`src/rtl/sobol_rng_pkg.sv`:
```
// Shared types for the Sobol sequence generator: per-cycle step classification.
package sobol_rng_pkg;

  typedef enum logic [1:0] {
    STEP_HOLD    = 2'd0,
    STEP_ADVANCE = 2'd1,
    STEP_WRAP    = 2'd2,
    STEP_CLEAR   = 2'd3
  } stepKind_e;

  // Clear outranks enable; the wrap case only matters when actually advancing.
  function automatic stepKind_e decodeStep(input logic en, input logic clr, input logic allOnes);
    if (clr) begin
      return STEP_CLEAR;
    end
    if (!en) begin
      return STEP_HOLD;
    end
    if (allOnes) begin
      return STEP_WRAP;
    end
    return STEP_ADVANCE;
  endfunction

endpackage

```
`src/rtl/sobol_rng_lsz.sv`:
```
// Least-significant-zero detector: one-hot position of the lowest 0 bit of cnt,
// plus a flag for the all-ones case where no such bit exists.
module sobol_lsz #(
  parameter int WIDTH = 8
) (
  input  logic [WIDTH-1:0] cnt,
  output logic [WIDTH-1:0] lszOneHot,
  output logic             allOnes
);

  logic [WIDTH-1:0] cntPlusOne;

  // Adding one flips exactly the trailing ones and the lowest zero, so masking
  // with ~cnt isolates that zero; all-ones overflows to zero and yields no bit.
  always_comb begin
    cntPlusOne = cnt + WIDTH'(1);
    lszOneHot  = ~cnt & cntPlusOne;
    allOnes    = &cnt;
  end

endmodule

```
`src/rtl/sobol_rng.sv`:
```
// First-dimension Sobol low-discrepancy sequence generator; one new point per
// enabled cycle, registered output, wraps to 0 after 2^BITWIDTH points.
module sobol_rng
  import sobol_rng_pkg::*;
#(
  parameter int BITWIDTH = 8
) (
  input  logic                iClk,
  input  logic                iRstN,
  input  logic                iEn,
  input  logic                iClr,
  output logic [BITWIDTH-1:0] sobolseq
);

  logic [BITWIDTH-1:0] cnt;
  logic [BITWIDTH-1:0] cntNext;
  logic [BITWIDTH-1:0] seqNext;
  logic [BITWIDTH-1:0] lszOneHot;
  logic [BITWIDTH-1:0] dirVec;
  logic                allOnes;
  stepKind_e           step;

  sobol_lsz #(
    .WIDTH(BITWIDTH)
  ) uLsz (
    .cnt      (cnt),
    .lszOneHot(lszOneHot),
    .allOnes  (allOnes)
  );

  // Direction vector v[k] = 1 << (BITWIDTH-1-k) is the bit-reversed one-hot.
  for (genvar k = 0; k < BITWIDTH; k++) begin : gDirVec
    assign dirVec[BITWIDTH-1-k] = lszOneHot[k];
  end

  always_comb begin
    step    = decodeStep(iEn, iClr, allOnes);
    cntNext = cnt;
    seqNext = sobolseq;
    case (step)
      STEP_CLEAR, STEP_WRAP: begin
        cntNext = '0;
        seqNext = '0;
      end
      STEP_ADVANCE: begin
        cntNext = cnt + BITWIDTH'(1);
        seqNext = sobolseq ^ dirVec;
      end
      default: begin
        cntNext = cnt;
        seqNext = sobolseq;
      end
    endcase
  end

  always_ff @(posedge iClk or negedge iRstN) begin
    if (!iRstN) begin
      cnt      <= '0;
      sobolseq <= '0;
    end else begin
      cnt      <= cntNext;
      sobolseq <= seqNext;
    end
  end

endmodule

```
`config.mk`:
```
export PLATFORM = sky130hd
export DESIGN_NAME = sobol_rng
export DESIGN_NICKNAME = d
export VERILOG_FILES = /design/src/rtl/sobol_rng_pkg.sv /design/src/rtl/sobol_rng_lsz.sv /design/src/rtl/sobol_rng.sv
export SDC_FILE = /design/constraint.sdc
export NUM_CORES = 1
export LEC_CHECK = 0
export BUFFER_PORTS_ARGS = -buffer_cell sky130_fd_sc_hd__buf_2
export CORE_ASPECT_RATIO = 0.75
export CORE_MARGIN = 2
export CORE_UTILIZATION = 45
export CTS_CLUSTER_SIZE = 20
export DETAILED_ROUTE_END_ITERATION = 8
export GPL_ROUTABILITY_DRIVEN = 1
export PLACE_DENSITY = 0.72
export SYNTH_ARGS = -nofsm -noshare
export SYNTH_HDL_FRONTEND = slang
export SYNTH_SLANG_ARGS = --single-unit
```
`constraint.sdc`:
```
create_clock -name iClk -period 2 [get_ports iClk]
set_input_delay 0.3 -clock iClk [delete_from_list [all_inputs] [get_ports iClk]]
set_output_delay 0.3 -clock iClk [all_outputs]
set_load 0.01 [all_outputs]
```
# == Word-level counts from Yosys, hierarchy flattened ==
# Cells that the tools add are included.
# op_classes
n_addsub,1
n_eq_ne,3
n_mux,14
bitwise_logic,3
reduce_logical,3
# ops
operator,n
8-bit one-hot mux with 2 select lines,2
2-bit two-way mux,6
"8-bit by 1-bit adder with 8-bit output, second input constant",1
8-bit bitwise AND,1
8-bit inverter,1
8-bit AND reduction,1
8-bit XOR,1
1-bit two-way mux,6
"2-bit equality test, second input constant",2
"2-bit by 1-bit equality test with 1-bit output, second input constant",1
2-bit nonzero test,1
2-bit OR reduction,1
# totals
regBits,16
in_bits,4
output_inout_bits,8
elab_cells,26

# == Depth between registers and ports, before layout ==
# Gate-level depths: netlist of the first run.
# logic_depth
depth_word,10
mapped_depth,7
mapped_depth_nobuf,7

# == Cells and area by module ==
# From an unflattened synthesis of the first run, not the netlist that was laid out.
# unflattened
hier_cells,117
hier_area_um2,1038.5
# modules_own_cells
module,instances,cells_each,area_per_inst_um2,seq_area_each_um2
sobol_rng,1,104,959.7,400.4
sobol_lsz,1,13,78.8,0.0

# == Worst setup path after synthesis of the first run ==
# Ideal clock, no wire load.
# synth_timing
path_kind,register to register
startpoint,reg cnt[0]
endpoint,reg sobolseq[0]
setup_time_ns,0.104
arrival_time_ns,1.541
t_required_ns,1.896
slack_ns,0.355
path_stages_with_launch,8
n_path_buf,0
synth_period_minus_slack_ns,1.645
cell_sequence,dfrtp_1 -> and3_1 -> nand2_1 -> nor3_1 -> ha_1 -> inv_1 -> or3_1 -> a221oi_1
# synth_via
elab_chain_cells,10
elab_cells_between_ends,17
classes_between,1 x add/sub; 3 x eq/ne; 8 x mux; 2 x bitwise; 3 x reduce/logical
# synth_lines
element,line_no,text
start: declaration,sobol_rng.sv:15,logic [BITWIDTH-1:0] cnt;
start signal: assignment,sobol_rng.sv:61,cnt <= cntNext;
8-bit AND reduction,sobol_rng_lsz.sv:18,allOnes = &cnt;
1-bit two-way mux (2 in series),sobol_rng_pkg.sv:19,if (allOnes) begin
1-bit two-way mux,sobol_rng_pkg.sv:16,if (!en) begin
2-bit two-way mux,sobol_rng_pkg.sv:22,return STEP_ADVANCE;
2-bit two-way mux,sobol_rng_pkg.sv:19,
2-bit two-way mux,sobol_rng_pkg.sv:16,
2-bit equality test,sobol_rng.sv:40,case (step)
2-bit OR reduction,sobol_rng.sv:40,
8-bit one-hot mux with 2 select lines / 2-bit nonzero test (equally long branches),--,
end signal: assignment,sobol_rng.sv:62,sobolseq <= seqNext;
end: declaration,sobol_rng.sv:12,output logic [BITWIDTH-1:0] sobolseq
# Parallel ways exist; a longest one is shown, timed or not. The select of a mux whose other input is x is not followed.
# A chain may end at the register's enable or synchronous reset.

# == Worst setup path after layout of the first run ==
# Ends and elaborated chain as after synthesis.

==> results of run 1 <==
[area by class of cell]
class                   instances  area (um^2)  share of cell area (%)
multi-input cells              68          452                    43.4
flip-flops and latches         16          400                    38.5
repair buffers                 14         80.1                    7.69
inverters                      15         56.3                    5.41
well taps                      24         30.0                    2.88
clock buffers                   3         22.5                    2.16
[power breakdown]
group          total, mW  leakage (nW)  switching, mW  internal [mW]
combinational     0.0480         0.213         0.0325         0.0156
sequential         0.337         0.221        0.00711          0.330
clock              0.171        0.0138          0.101         0.0702
[per-stage QoR]
stage / worst slack, ns / util, % / instance area, um^2 / power (mW) / hold slack [ns]
2_1_floorplan: 0.355 / - / 940 / 0.372 / 0.00441
3_3_place_gp: 0.224 / 50.5 / 1010 / 0.390 / 0.235
3_5_place_dp: 0.160 / 50.5 / 1010 / 0.390 / 0.235
4_1_cts: 0.135 / 52.1 / 1040 / 0.564 / 0.256
5_1_grt: 0.00562 / 52.1 / 1040 / 0.589 / 0.255
6_report: 0.150 / 52.1 / 1040 / 0.557 / 0.269
[cells in the mapped netlist, drive strengths merged]
cell    instances  area [um^2]
nor2b           1         6.26
o21ai           7         35.0
nand2          17         63.8
ha              8          100
inv            15         56.3
o32ai           3         26.3
dfrtp          16          400
and3            1         6.26
clkbuf          2         7.51
nand4           1         6.26
nor2            4         15.0
buf             3         23.8
or3             8         50.1
nand3           1         5.00
or2b            1         7.51
a221oi          7         67.6
o31ai           5         37.5
a21oi           1         5.00
and3b           1         8.76
nor3            1         5.00
o22ai           1         6.26
[critical path: stages (launching register included)]
cell      delay, ns
dfrtp_1        0.45
and3_1         0.21
nand2_1        0.07
nor3_1         0.18
ha_1           0.17
inv_1          0.04
or3_1          0.34
a221oi_1       0.28
[registers in the layout, summed over array words and instances, names as in the netlist]
register / count
sobolseq: 8
cnt: 8
[cells by family (layout without fill, tap and decap cells)]
family	after synthesis	in the layout
adders and majority gates	8	8
buffers and inverters	20	32
AOI/OAI and AO/OA	24	24
and+or+nand+nor	36	36
DFF	16	16
[routing by layer]
layer	GRT usage, %	part of all wire (%)	up-vias
met4	5.58	1.4	0
li1	-	-	391
met3	6.27	4.1	5
met1	22.4	46	379
met2	29.1	48	18
met5	0	0	-
[worst paths after layout]
| path | startpoint | end | slack [ns] |
|---|---|---|---|
| worst max-delay path | cnt[0] | sobolseq[0] | 0.15 |
| worst min-delay path | iEn | cnt[6] | 0.27 |
| worst max register to register | cnt[0] | sobolseq[0] | 0.15 |
| worst min register to register | cnt[1] | cnt[1] | 0.54 |
| max in group asynchronous | iRstN | sobolseq[7] | 1.29 |
| min in group asynchronous | iRstN | sobolseq[2] | 0.44 |
==> metrics.txt, run 1 <==
outcome=finished, final reports clean; largest family of logic cells by synthesized area=compound AO/OA/AOI/OAI gates; GR Util All Layers=17.8%; vias in the first global route=744; first-pass GRT wire length=approximately 3300 um; flops & latches, synth=16; setup bufs post-CTS=0; TritonCTS clock tree=done; port bufs=11; fin cells=140; actual slew at the worst max-slew pin=between 0.3 and 0.4 ns; H-tree Lvls=1; Hold Path Stages=2; Resized Gates After CTS=0; Detailed Route WL=1900 um; Critical Path RT=2.19 ns; maximum clock frequency=approximately 0.54 GHz; CTS max path bufs=2; DIE HEIGHT=between 40 and 50 um; Core Region=2000 um^2; Critical Path AT=approximately 2.0 ns; Lkg Pwr=0.447 nW; worst reg2reg path depth=7; most frequent cells in the layout=nand2_1, dfrtp_1, inv_1; mux cell area share after synthesis=0%; detailed-route DRC error count=0; Starting Density=~47%; xor and xnor area share after synthesis=0%; Vias per Instance=5.66; max-slew violation count=0; Syn. warnings=0; std cell rows=14; Compound-Gate Fraction of Synth Area=between 10% and 20%; pwr dens=between 500 and 600 nW/um^2; relative slew slack=~75%; fin nets=130; Avg Inst Size Synth=between 9 and 10 um^2; sequential share of the synthesized area=between 40 and 50%; Final Cycle Share=between 90% and 100%; Worst setup EP type=register; hold buffer count at CTS=1; Clk pin slew, worst setup/hold paths=approximately 0.09 ns; Wirelength per Cell=13.6 um; clk_lat worst skew=roughly 0.29 ns; Hold Vio Cnt, Final=0; DR iter-0 viols=18; initial antenna violation count=0; Syn Inst Count=approximately 100; Max Cap Viol=0; syn nets=around 120; layout cells sized above 1=roughly 16%; number of I/O pins=12; Hold Crit Class=in2reg; simple-gate share of the synthesized area=~19%; DIE AREA=~2500 um^2; Period minus WS final=~1.9 ns; Fin Setup TNS=0 ns; unrepaired setup endpoints after global routing=no; CTS buffer count=3; commonest non-fill, non-tap cell in the layout=nand2_1; clock root buffer=clkbuf_4; CP Class=reg2reg; Max FO, Critical Path=7; antenna diode count=0; via count=around 790; post-DP HPWL=approximately 1300 um; worst clock skew=about 0.0031 ns; Netlist cell types=25; Post-Synth Adder-Cell Area=about a tenth; first-pass detailed-route iteration total=4; synthesized area=940 um^2; Sink Count=16; Routed Antenna Nets=0; final setup fails=0; total gr overflow=0; largest net degree at the start of global routing=26; Final GP Congestion=~0.81; Cells after DPL=roughly 140; Die X-Extent=about 57 um; Setup crit start kind=register; # fillers=around 190; VDD IR max=roughly 0.31 mV; Area Overhead vs Synth=10.8%
No activity file was read; power rests on OpenSTA's default activity.
==> run 2: changes to the inputs <==
PLACE_DENSITY = 0.71   (was 0.72)
SYNTH_HIERARCHICAL = 1   (was default)
==> run 2 against run 1 <==
Net effect:
- cell count increased by 11%
- clock power increased by 32%
- combinational power increased by 34%
- die area increased by 9.6%
- highest routed layer unchanged
- sequential share of layout area decreased by 4.4 points
- global-route usage increased by 1.1 points
- maximum frequency increased by 7.1%
- synthesized cell count increased by 13%
- critical path type unchanged
==> metrics.txt, run 2 <==
outcome=finished, final reports clean; TritonCTS clock tree=done; Avg Inst Size Synth=between 8 and 9 um^2; Hold Vio Cnt, Final=0; first-pass detailed-route iteration total=4; antenna diode count=0; Area Overhead vs Synth=13.3%; max-slew violation count=0; actual slew at the worst max-slew pin=between 0.4 and 0.5 ns; Netlist cell types=32; Syn. warnings=6; Hold Crit Class=in2reg; CTS buffer count=3; most numerous cell in the Yosys netlist=nand2b_1; final setup fails=0; CTS max path bufs=2; DR iter-0 viols=22; Routed Antenna Nets=0; largest registers=cnt x8, sobolseq x8; simple-gate share of the synthesized area=between 30% and 40%; crit path from=cnt[0]; Max Cap Viol=0; placed inst area=1130 um^2; clk_lat worst skew=around 0.3 ns; port bufs=11; H-tree Lvls=1; GR Util All Layers=18.9%; Post-synth ARST share=100%; Cells after DPL=~150; maximum clock frequency=just under 0.6 GHz; Worst setup EP type=register; Compound-Gate Fraction of Synth Area=roughly 17%; largest net degree at the start of global routing=30; Sink Count=16; Period minus WS final=between 1.5 and 2 ns; slowest cell delay on critical path=approximately 0.51 ns; Starting Density=about 46%; detailed-route DRC error count=0; Clk pin slew, worst setup/hold paths=around 0.10 ns; setup slack, reg-to-reg=roughly 0.27 ns; total gr overflow=0; DIE HEIGHT=45.6 um; worst reg2reg path depth=6; Synth top area share=about two fifths; clock root buffer=clkbuf_4; Post-Synth Adder-Cell Area=~1.2%; fin cells=between 150 and 200; flops & latches, synth=16; Critical Path End=cnt[4]; number of flops mapped to enable cells by yosys=0; reg2reg start=cnt[0]; syn nets=between 100 and 150; most frequent cells in the layout=nand2b_1, dfrtp_1, a21oi_1, buf_2; Detailed Route WL=2210 um; Lkg Pwr=0.494 nW; Final Cell Area=around 1200 um^2; layout cells sized above 1=17.6%; synthesized area=1040 um^2; vias in the first global route=about 790; worst clock skew=between 0.003 and 0.004 ns; CP Class=reg2reg; unrepaired setup endpoints after global routing=no; CP max-delay cell=dfrtp_1; post-DP HPWL=roughly 1500 um; fin nets=137; Core Region=2230 um^2; Max FO, Critical Path=15; Synth area leader=dfrtp_1; xor and xnor area share after synthesis=0%; Syn Inst Count=117; largest family of logic cells by synthesized area=simple AND/OR/NAND/NOR gates; crit-path cells=nand4_2, nor3_1, buf_4, nor2b_1, a41oi_1, a311oi_1; most frequent cells after synthesis=nand2b_1, dfrtp_1, a21oi_1; mux cell area share after synthesis=approximately 2%; Synth Flop Type=dfrtp_1; relative slew slack=70.7%; Setup crit start kind=register; Final Cycle Share=86.4%; Resized Gates After CTS=0; Critical Path RT=2.17 ns; commonest non-fill, non-tap cell in the layout=nand2b_1; Wirelength per Cell=14.1 um; Fin Setup TNS=0 ns; sequential share of the synthesized area=38.6%; Critical Path AT=around 1.9 ns; std cell rows=15; number of I/O pins=12; initial antenna violation count=0; VDD IR max=0.408 mV; Critical R2R Capture=cnt[4]; first-pass GRT wire length=3640 um; top post-synthesis cells by area=dfrtp_1, nand2b_1, a21o_1; via count=910; Die X-Extent=between 50 and 60 um; pwr dens=~540 nW/um^2; Vias per Instance=approximately 5.8; DIE AREA=around 2700 um^2; Final GP Congestion=~0.87
[run 2: layout make-up]
class	count	area, um^2
clock buffers	4	36.3
repair buffers	16	95.1
fillers	208	1060
well taps	25	31.3
flip-flops and latches	16	400
multi-input cells	93	606
inverters	2	7.51
[run 2: kinds of logic (layout without fill, tap and decap cells)]
logic type | Yosys count | count (layout)
mux | 2 | 2
fa+ha+maj | 1 | 1
compound gates | 28 | 28
simple gates | 62 | 62
flops | 16 | 16
buf+inv | 8 | 22
[run 2: metal layers]
layer,share of wire (%),GRT usage (%)
met1,50,25.5
met2,43,27.7
met3,5.2,5.11
met4,1.9,10.0
met5,0,0
[run 2: through the flow]
step           worst slack (ns)  hold WS [ns]  utilization (%)  power, mW
2_1_floorplan             0.307       0.00441                -      0.389
3_3_place_gp              0.395         0.242             50.6      0.409
3_5_place_dp              0.311         0.238             50.6      0.411
4_1_cts                   0.295         0.371             52.7      0.643
5_1_grt                   0.108         0.385             52.7      0.659
6_report                  0.272         0.378             52.7      0.630
[run 2: timing repair]
action | CTS | global route
hold buffers | 1 | 0
buffers inserted | 0 | 0
endpoints found under the hold margin | 16 | 0
[run 2: how the worst min path moves through the flow]
stage / slack (ns) / cells after the start / to / start
finish: 0.38 / 2 / cnt[1] / iClr
global route: 0.38 / 2 / cnt[1] / iClr
CTS: 0.37 / 2 / cnt[1] / iClr
detailed placement: 0.24 / 1 / sobolseq[3] / iRstN
global placement: 0.24 / 1 / sobolseq[3] / iRstN
floorplan: 0.004 / 0 / cnt[0] / iRstN
[run 2: critical path: cells and delay by family (launching register included)]
| family | cells | cell delay [ns] |
|---|---|---|
| AND/OR/NAND/NOR | 3 | 0.56 |
| flip-flops | 1 | 0.51 |
| AO/OA/AOI/OAI | 2 | 0.28 |
| buffers and inverters | 1 | 0.26 |
[run 2: power by group]
| group | internal, mW | switching, mW | total, mW |
|---|---|---|---|
| logic | 0.0276 | 0.0366 | 0.0642 |
| registers | 0.331 | 0.0102 | 0.341 |
| clock network | 0.111 | 0.114 | 0.225 |
==> run 3: changes to the inputs <==
PLACE_DENSITY = default   (was 0.71)
==> run 3 against run 2 <==
Net effect:
- core utilization grew 0.34 points
- sequential cell count unchanged
- critical path depth did not move
- cell count increased by 0.64%
- critical path type unchanged
- largest cell class unchanged
==> metrics.txt, run 3 (synthesis results as in run 2) <==
outcome=finished, final reports clean; Setup crit start kind=register; Wirelength per Cell=~14 um; CTS max path bufs=2; most frequent cells in the layout=nand2b_1, dfrtp_1, a21oi_1, buf_2; Critical Path RT=between 2 and 2.5 ns; std cell rows=15; layout cells sized above 1=a little under a fifth; VDD IR max=between 0.3 and 0.4 mV; DIE AREA=roughly 2700 um^2; via count=a little under 900; unrepaired setup endpoints after global routing=no; port bufs=11; initial antenna violation count=0; clock root buffer=clkbuf_4; Resized Gates After CTS=0; vias in the first global route=about 760; Sink Count=16; Clk pin slew, worst setup/hold paths=around 0.1 ns; Area Overhead vs Synth=14.0%; relative slew slack=71.6%; fin util=roughly 53%; Final GP Congestion=0.848; Seq. cell area=between 400 and 500 um^2; maximum clock frequency=around 0.56 GHz; max-slew violation count=0; number of I/O pins=12; reg2reg start=cnt[1]; TritonCTS clock tree=done; pwr dens=about 530 nW/um^2; first-pass detailed-route iteration total=4; final setup fails=0; worst clock skew=between 0.0015 and 0.002 ns; antenna diode count=0; crit path from=cnt[1]; min-delay src=iClr; Hold Crit Class=in2reg; total gr overflow=0; Detailed Route WL=between 2000 and 2500 um; first-pass GRT wire length=3630 um; CP Class=reg2reg; Worst setup EP type=register; Max Cap Viol=0; post-DP HPWL=1480 um; Starting Density=46.5%; Lkg Pwr=~0.5 nW; Critical Path AT=just under 2 ns; setup bufs post-CTS=0; Core Region=around 2200 um^2; fin nets=between 100 and 150; H-tree Lvls=1; # fillers=~200; clk_lat worst skew=around 0.29 ns; actual slew at the worst max-slew pin=0.426 ns; Max FO, Critical Path=9; largest net degree at the start of global routing=30; Routed Antenna Nets=0; slowest cell delay on critical path=between 0.4 and 0.5 ns; CP max-delay cell=dfrtp_1; Hold Vio Cnt, Final=0; area of the multi-input gates=between 600 and 700 um^2; Final WS setup=between 0.2 and 0.25 ns; DIE HEIGHT=45.6 um; crit-path cells=nand4_2, nor3_1, buf_4, nor2b_1, a41oi_1, a311oi_1; Final Cycle Share=between 80% and 90%; Fin Setup TNS=0 ns; commonest non-fill, non-tap cell in the layout=nand2b_1; Period minus WS final=roughly 1.8 ns; Vias per Instance=about 5.6; DR iter-0 viols=32; detailed-route DRC error count=0; GR Util All Layers=between 10% and 20%; CTS buffer count=3; largest registers=cnt x8, sobolseq x8; Die X-Extent=between 50 and 60 um; dpl ws=approximately 0.24 ns
-- run 3: changes by cell type in the layout (fill, tap and decap cells not counted), sizes merged --
cell  before  now
buf       15   16
-- run 3: final timing paths --
kind,slack [ns],cells after the start,endpoint
worst max register to register,0.21,6,cnt[4]
max in group asynchronous,1.29,2,sobolseq[7]
worst max-delay path,0.21,6,cnt[4]
min in group asynchronous,0.44,2,cnt[7]
worst min register to register,0.57,2,sobolseq[0]
worst min-delay path,0.39,2,cnt[0]
-- run 3: per-stage QoR --
step | instance area (um^2) | hold slack, ns | power, mW | cells
6_report | 1180 | 0.387 | 0.629 | 157
5_1_grt | 1180 | 0.401 | 0.661 | 157
4_1_cts | 1180 | 0.380 | 0.633 | 157
3_5_place_dp | 1140 | 0.245 | 0.410 | 152
3_3_place_gp | 1140 | 0.243 | 0.410 | 152
2_1_floorplan | 1040 | 0.00441 | 0.389 | 117
-- run 3: layer usage --
metal  up-vias  track usage [%]  wire length (um)
li1        446                -                 -
met2        15             26.2               897
met3         2             5.97                92
met1       410             27.1              1150
met5         -                0                 0
met4         0             2.73                14
-- run 3: final cells by class --
class	instances	share of cell area (%)
Clock buffer	4	3.07
Sequential cell	16	33.8
Timing Repair Buffer	17	8.67
Tap cell	25	2.64
Inverter	2	0.634
Multi-Input combinational cell	93	51.2
-- run 3: repair_timing --
item,in CTS,in global routing
endpoints found under the setup margin,0,0
hold endpoints to repair,16,0
hold buffers,1,0
-- run 3: worst max-delay path, delay by kind of cell (launching register included) --
family | cells | cell delay [ns]
buf+inv | 1 | 0.23
compound gates | 2 | 0.31
flops | 1 | 0.49
simple gates | 3 | 0.64
-- run 3: where the power goes --
group,internal [mW],switching (mW)
Sequential,0.331,0.00987
Clock,0.111,0.113
Combinational,0.0276,0.0363
